**config.mk**
```make
export PLATFORM = sky130hd
export DESIGN_NAME = alu_pwr_ctrl
export DESIGN_NICKNAME = d
export VERILOG_FILES = /design/src/rtl/alu_pwr_pkg.sv /design/src/rtl/pwr_timer.sv /design/src/rtl/alu_pwr_ctrl.sv
export SDC_FILE = /design/constraint.sdc
export NUM_CORES = 1
export LEC_CHECK = 0
export BUFFER_PORTS_ARGS = -buffer_cell sky130_fd_sc_hd__buf_4
export CORE_MARGIN = 8
export CORE_UTILIZATION = 49
export CTS_CLUSTER_SIZE = 14
export DETAILED_ROUTE_END_ITERATION = 6
export HOLD_SLACK_MARGIN = 0.06
export PLACE_DENSITY = 0.72
export SLEW_MARGIN = 20
export SYNTH_ARGS = -nofsm -noshare
export SYNTH_HDL_FRONTEND = slang
export SYNTH_SLANG_ARGS = --single-unit
```
**constraint.sdc**
```tcl
create_clock -name clk -period 2.3 [get_ports clk]
set_clock_uncertainty 0.15 [all_clocks]
set_input_delay 0.115 -clock clk [delete_from_list [all_inputs] [get_ports clk]]
set_output_delay 0.115 -clock clk [all_outputs]
set_load 0.01 [all_outputs]
```
**src/rtl/alu_pwr_pkg.sv**
```systemverilog
// Shared encodings and default timing for the ALU power-domain sequencer.
// The ALU testbench imports this package as well.
package alu_pwr_pkg;

  localparam int unsigned CNT_W        = 4;
  localparam int unsigned ISO_CYC_DEF  = 2;
  localparam int unsigned SAVE_CYC_DEF = 1;
  localparam int unsigned PDN_CYC_DEF  = 4;
  localparam int unsigned PUP_CYC_DEF  = 8;
  localparam int unsigned RST_CYC_DEF  = 1;

  typedef enum logic [2:0] {
    ST_ON        = 3'd0,
    ST_WAIT_IDLE = 3'd1,
    ST_ISO       = 3'd2,
    ST_SAVE      = 3'd3,
    ST_PDN       = 3'd4,
    ST_OFF       = 3'd5,
    ST_PUP       = 3'd6,
    ST_RESTORE   = 3'd7
  } pwr_state_e;

  typedef struct packed {
    logic alu_pwr_en;
    logic iso_en;
    logic save;
    logic restore;
  } pwr_ctl_t;

  // Per-state drive of the power-domain controls.
  function automatic pwr_ctl_t decode_ctl(input pwr_state_e st);
    pwr_ctl_t c;
    c = '0;
    case (st)
      ST_ON, ST_WAIT_IDLE: c.alu_pwr_en = 1'b1;
      ST_ISO, ST_PUP: begin
        c.alu_pwr_en = 1'b1;
        c.iso_en     = 1'b1;
      end
      ST_SAVE: begin
        c.alu_pwr_en = 1'b1;
        c.iso_en     = 1'b1;
        c.save       = 1'b1;
      end
      ST_PDN, ST_OFF: c.iso_en = 1'b1;
      ST_RESTORE: begin
        c.alu_pwr_en = 1'b1;
        c.iso_en     = 1'b1;
        c.restore    = 1'b1;
      end
      default: c.alu_pwr_en = 1'b1;
    endcase
    return c;
  endfunction

endpackage

```
**src/rtl/pwr_timer.sv**
```systemverilog
// Down-counter timing the fixed-length phases of the power sequence.
module pwr_timer
  import alu_pwr_pkg::*;
(
  input  logic             clk,
  input  logic             rst_n,
  input  logic             load,
  input  logic [CNT_W-1:0] load_val,
  output logic             zero_c
);

  logic [CNT_W-1:0] cnt_q;

  always_ff @(posedge clk or negedge rst_n) begin
    if (!rst_n) begin
      cnt_q <= '0;
    end else if (load) begin
      cnt_q <= load_val;
    end else if (cnt_q != '0) begin
      cnt_q <= cnt_q - CNT_W'(1);
    end
  end

  assign zero_c = (cnt_q == '0);

endmodule

```
**src/rtl/alu_pwr_ctrl.sv**
```systemverilog
// ALU power-domain sequencer: isolate, save, power down, and the reverse on wake.
// All outputs are registered from the next state so they move with pwr_state.
module alu_pwr_ctrl
  import alu_pwr_pkg::*;
#(
  parameter int unsigned ISO_CYC  = ISO_CYC_DEF,
  parameter int unsigned SAVE_CYC = SAVE_CYC_DEF,
  parameter int unsigned PDN_CYC  = PDN_CYC_DEF,
  parameter int unsigned PUP_CYC  = PUP_CYC_DEF,
  parameter int unsigned RST_CYC  = RST_CYC_DEF
) (
  input  logic       clk,
  input  logic       rst_n,
  input  logic       sleep_req,
  input  logic       wake_req,
  input  logic       alu_busy,
  output logic       alu_pwr_en,
  output logic       iso_en,
  output logic       save,
  output logic       restore,
  output logic       start_block,
  output logic       sleep_ack,
  output logic       wake_ack,
  output logic [2:0] pwr_state
);

  localparam logic [CNT_W-1:0] ISO_LD  = CNT_W'(ISO_CYC - 1);
  localparam logic [CNT_W-1:0] SAVE_LD = CNT_W'(SAVE_CYC - 1);
  localparam logic [CNT_W-1:0] PDN_LD  = CNT_W'(PDN_CYC - 1);
  localparam logic [CNT_W-1:0] PUP_LD  = CNT_W'(PUP_CYC - 1);
  localparam logic [CNT_W-1:0] RST_LD  = CNT_W'(RST_CYC - 1);

  pwr_state_e       state_q;
  pwr_state_e       state_n;
  pwr_ctl_t         ctl_n;
  logic             tmr_load;
  logic [CNT_W-1:0] tmr_val;
  logic             tmr_zero_c;

  pwr_timer u_timer (
    .clk      (clk),
    .rst_n    (rst_n),
    .load     (tmr_load),
    .load_val (tmr_val),
    .zero_c   (tmr_zero_c)
  );

  // State and output registers; reset leaves the domain powered and unclamped.
  always_ff @(posedge clk or negedge rst_n) begin
    if (!rst_n) begin
      state_q     <= ST_ON;
      alu_pwr_en  <= 1'b1;
      iso_en      <= 1'b0;
      save        <= 1'b0;
      restore     <= 1'b0;
      start_block <= 1'b0;
      sleep_ack   <= 1'b0;
      wake_ack    <= 1'b0;
    end else begin
      state_q     <= state_n;
      alu_pwr_en  <= ctl_n.alu_pwr_en;
      iso_en      <= ctl_n.iso_en;
      save        <= ctl_n.save;
      restore     <= ctl_n.restore;
      start_block <= (state_n != ST_ON);
      sleep_ack   <= (state_n == ST_OFF) && (state_q != ST_OFF);
      wake_ack    <= (state_n == ST_ON) && (state_q == ST_RESTORE);
    end
  end

  // Next state; each timed phase loads its length on entry and leaves at zero.
  always_comb begin
    state_n  = state_q;
    tmr_load = 1'b0;
    tmr_val  = '0;
    case (state_q)
      ST_ON: begin
        if (sleep_req) state_n = ST_WAIT_IDLE;
      end
      ST_WAIT_IDLE: begin
        if (!sleep_req) begin
          state_n = ST_ON;
        end else if (!alu_busy) begin
          state_n  = ST_ISO;
          tmr_load = 1'b1;
          tmr_val  = ISO_LD;
        end
      end
      ST_ISO: begin
        if (tmr_zero_c) begin
          state_n  = ST_SAVE;
          tmr_load = 1'b1;
          tmr_val  = SAVE_LD;
        end
      end
      ST_SAVE: begin
        if (tmr_zero_c) begin
          state_n  = ST_PDN;
          tmr_load = 1'b1;
          tmr_val  = PDN_LD;
        end
      end
      ST_PDN: begin
        if (tmr_zero_c) state_n = ST_OFF;
      end
      ST_OFF: begin
        if (wake_req) begin
          state_n  = ST_PUP;
          tmr_load = 1'b1;
          tmr_val  = PUP_LD;
        end
      end
      ST_PUP: begin
        if (tmr_zero_c) begin
          state_n  = ST_RESTORE;
          tmr_load = 1'b1;
          tmr_val  = RST_LD;
        end
      end
      ST_RESTORE: begin
        if (tmr_zero_c) state_n = ST_ON;
      end
      default: state_n = ST_ON;
    endcase
    ctl_n = decode_ctl(state_n);
  end

  assign pwr_state = state_q;

endmodule

```
## After elaboration in Yosys (flattened, before gate mapping)

Cells that the tools add are included.

| storage, ports and cells | value |
|---|---|
| bits in latches | 0 |
| memories | 0 |
| register bits after elaboration | 14 |
| bits in read-only memories | 0 |
| logic and storage cells | 62 |
| bits of input ports | 5 |
| RAM bits | 0 |

| operators by class | value |
|---|---|
| divide/modulo/power cells | 0 |
| multiplexer cells | 26 |
| add/sub/neg operators | 1 |
| shift-type cells | 0 |
| equal/unequal tests | 15 |
| bitwise operators | 0 |
| multipliers | 0 |
| reductions and logical operators | 11 |
| magnitude comparators | 0 |

Operators by type and width:

| cell | count |
|---|---|
| $mux W3 | 10 |
| $eq A3 B3 Y1 const B | 8 |
| $pmux W3 S8 | 1 |
| $eq A3 B2 Y1 const B | 4 |
| $reduce_or A6 Y1 | 2 |
| $mux W1 | 10 |
| $pmux W3 S3 | 1 |
| $mux W4 | 2 |
| $eq A3 B1 Y1 const B | 2 |
| $logic_not A3 Y1 | 2 |
| $logic_not A4 Y1 | 1 |
| $reduce_bool A4 Y1 | 1 |
| $sub A4 B1 Y4 const B | 1 |
| $ne A3 B3 Y1 const B | 1 |
| $pmux W1 S3 | 1 |
| $reduce_bool A3 Y1 | 1 |
| $reduce_or A3 Y1 | 1 |
| $logic_and A1 B1 Y1 | 2 |
| $mux W2 | 1 |
| $reduce_bool A2 Y1 | 1 |

## Depth between registers and ports, before layout

| logic depth | value |
|---|---|
| word-level depth | 6 |
| gate-level depth with buffers | 5 |
| gate-level depth less buffers | 5 |

## By module

Synthesis repeated with hierarchy kept, for this count alone.

| unflattened totals | value |
|---|---|
| cells, all modules | 74 |
| area total of the unflattened synthesis | 708.2 um2 |

By module, submodules not included:

| module | instances | sequential area each (um2) | cells an instance | area each (um2) |
|---|---|---|---|---|
| alu_pwr_ctrl | 1 | 251.5 | 52 | 474.2 |
| pwr_timer | 1 | 100.1 | 22 | 234.0 |

## Least setup slack after synthesis

Ideal clock, no wire load.

| timing path | value |
|---|---|
| kind | reg2reg |
| from | register u_timer.cnt_q[0] |
| to | register state_q[1], in the netlist pwr_state[1] |
| clock period less this slack | 1,701 ps |
| path slack | 599 ps |
| stages on the path, launching flop included | 6 |
| arrival | 1,419 ps |
| required time | 2,018 ps |
| path through | dfrtp_1 inv_1 ha_1 nor3b_4 a21boi_0 or3b_1 |

| between the ends | value |
|---|---|
| longest elaborated chain between the ends | 3 |
| elaborated cells between the ends (all ways) | 7 |

RTL lines:

| what | line | text |
|---|---|---|
| start: declaration | pwr_timer.sv:12 | `logic [CNT_W-1:0] cnt_q;` |
| start signal: assignment | pwr_timer.sv:18 | `cnt_q <= load_val;` |
| start signal: assignment | pwr_timer.sv:20 | `cnt_q <= cnt_q - CNT_W'(1);` |
| $logic_not A4 Y1 * | pwr_timer.sv:24 | `assign zero_c = (cnt_q == '0);` |
| $mux W3, on equally long branches | - |  |
| $pmux W3 S8 * | alu_pwr_ctrl.sv:76 | `case (state_q)` |
| net state_n[1] | alu_pwr_ctrl.sv:34 | `pwr_state_e state_n;` |
| end signal: assignment | alu_pwr_ctrl.sv:60 | `state_q <= state_n;` |
| end: declaration | alu_pwr_ctrl.sv:33 | `pwr_state_e state_q;` |

Mark *: on every way through the listed nets, which the timed path passes. The rest lies on a longest branch.
A chain may end at the register's enable or synchronous reset.

## Final worst setup path

Ends and elaborated chain as after synthesis.

==> results.yml <==
run_status:
  status: "complete, no violations"
global_route:
  first_global_vias: 569
  grt_pass1_wl_mm: 2.54
  grt.overflow.total: 0
  antenna_found_initial: 0
  globalRouteTotalUtil_pct: 11.7
  grt_max_degree: 15
timing:
  finalCriticalPeriod_ns: 1.89
  setup_ws_ns: 0.414
  rsz0062_at_grt: "no"
  worstMarginPinSlew_ns: 0.418
  hold_viol: 0
  relSlewSlack_pct: 72.2
  setup_viol: 0
  fin_crit_sh_pct: 82.0
  fmaxAchievable_mhz: 530
  fin_setup_tns_ns: 0
  drv_slew: 0
floorplan:
  start_util_pct: 53.7
  dieArea_um2: 2910
  num_io_pins: 15
  die_h_um: 54.0
  die_w_um: 54.0
  rows: 13
  core_um2: 1320
logic_synthesis:
  syn-instance-count: 62
  async_flop_share_pct: 100
  ys_seq_area_share_pct: 49.7
  syn_area_um2: 707
  syn_area_per_cell_um2: 11.4
  synth_cell_types: 37
  ys_ff_latch: 14
  synth_top_area_share_pct: 46.0
  yosysWarningCount: 0
  synthTopCellsByArea: "dfrtp_1, dfstp_2, xnor2_1, nor3b_4, a2bb2oi_1"
  syn_nets: 68
  synth_largest_area_cell: "dfrtp_1"
  synth_edf_count: 0
  synth_ff_type: "dfrtp_1"
critical_path:
  cp_cell_sequence: "inv_1, ha_1, nor3b_4, a21boi_0, or3b_1"
  criticalPathCategory: "reg -> reg"
  path_delay_family: "simple AND/OR/NAND/NOR gates"
  path_buf_inv: 1
  r2r_end: "pwr_state[1]"
  start_kind: "register"
  rr_worst_depth: 5
  cp.required_ns: 2.31
  worstPathArrival_ns: 1.90
  r2r_slack_ns: 0.41
  regToRegStartpoint: "u_timer.cnt_q[0]"
  slowest_delay_ns: 0.41
  cp_max_fo: 8
  cp-end-kind: "register"
  crit_slowest_cell: "dfrtp_1"
drt:
  route.detailed.drc: 0
  dr.pass1.iters: 4
  viasPerCell: 5.75
  drt-total-wl_mm: 1.52
  dr_total_vias: 552
  wl_per_cell_um: 15.8
  ant_nets: 0
  drt_iter0_markers: 10
final_layout:
  num_antenna_cells: 0
  instances_no_fill: 96
  syn2layout_area_growth_pct: 26.0
  layout.cells.most_common: "buf_4"
  drive_gt1_share_pct: 28.4
  nNetsFinal: 88
  fillerInstances: 110
  layout_common_cells: "buf_4, dfrtp_1"
worst_hold_path:
  hp-class: "in -> async"
cts:
  clkSlewWorstSetupHoldPaths_ns: 0.09
  cts_tree: "yes"
  postCtsSetupBuffers: 0
  cts.sinks: 14
  numCtsBuffers: 3
  cts-htree-levels: 1
  cts-root-buf: "clkbuf_4"
  cts_max_path_buffers: 2
  clk_latency_ns: 0.28
power:
  p_int_w: 0.000791
  combinationalPowerShare_pct: 48.3
  switching_share_pct: 38.0
  p_per_area_nw_per_um2: 1430
  p_leak_nw: 0.401
  power_switching_w: 0.000485
  clockPowerShare_pct: 13.9
  share_seq_of_total_power_pct: 37.8
  peakVddDrop_mv: 0.883
job:
  maxCapViolations: 0
place:
  place_ws_ns: 0.427
  portBuffers: 14
  place_hpwl_mm: 1.07
  dp_cells: 89
  gp_congestion: 0.811
==> layout make-up <==
type	instances	area, um^2	area share [%]
clock buffers	4	36.3	4.07
repair buffers	18	143	16.0
multi-input cells	43	334	37.5
flip-flops and latches	14	352	39.5
well taps	15	18.8	2.11
inverters	2	7.51	0.843
==> state kept, by name, indices dropped and copies added, names as in the netlist <==
signal and count:
alu_pwr_en 1, iso_en 1, pwr_state 3, restore 1
save 1, sleep_ack 1, start_block 1, u_timer.cnt_q 4
wake_ack 1
==> power groups by stage <==
stage	Combinational, W	Sequential, W	Clock, W
floorplan	0.000435	0.000461	0
detailed placement	0.000617	0.000481	0
CTS	0.000621	0.000479	0.000183
finish	0.000616	0.000483	0.000177
global placement	0.000608	0.000476	0
global route	0.000676	0.000497	0.000190
==> logic make-up after synthesis <==
kind of cell / share of synthesized area, %
AO/OA/AOI/OAI: 15.9
XOR/XNOR: 3.72
adder cells (fa/ha/maj): 1.77
buffers and inverters: 3.01
flip-flops: 49.7
multiplexers: 1.42
AND/OR/NAND/NOR: 24.4
==> what timing repair did <==
action                     4_1_cts  5_1_grt
hold buffers                     3        0
resized for setup                0        0
setup endpoints to repair        0        0
hold endpoints to repair        17        0
==> cell usage after synthesis (all sizes together) (2+ instances only) <==
master,number
nor3b,2
nor2b,2
a2bb2oi,2
and3b,2
o21ai,2
a21boi,2
dfrtp,13
and2b,2
nor2,3
xnor2,3
inv,2
buf,2
and2,2
nor3,3
==> worst max path at each step <==
| stage | cells past startpoint | slack, ns | end | from |
|---|---|---|---|---|
| finish | 5 | 0.41 | pwr_state[1] | u_timer.cnt_q[0] |
| global route | 5 | 0.29 | pwr_state[1] | u_timer.cnt_q[0] |
| floorplan | 5 | 0.60 | pwr_state[1] | u_timer.cnt_q[0] |
| detailed placement | 5 | 0.43 | pwr_state[1] | u_timer.cnt_q[0] |
| global placement | 5 | 0.53 | pwr_state[1] | u_timer.cnt_q[0] |
| CTS | 5 | 0.43 | pwr_state[1] | u_timer.cnt_q[0] |
==> metal layers <==
metal	up-vias	track usage, %	share of wire, %
met2	9	18.3	49
met3	4	2.75	4.7
met1	272	15.1	46
met5	-	0	0
li1	267	-	-
met4	0	4.92	0.92
==> metrics by stage <==
stage	power [W]	utilization, %	instance area, um^2	hold slack, ns
finish	0.00128	67.6	891	0.0631
global route	0.00136	67.6	891	0.0834
CTS	0.00128	67.6	891	0.0644
detailed placement	0.00110	62.6	825	-0.177
global placement	0.00108	62.6	825	-0.176
floorplan	0.000896	-	707	-0.331
Power figures use the tool's default switching activity.
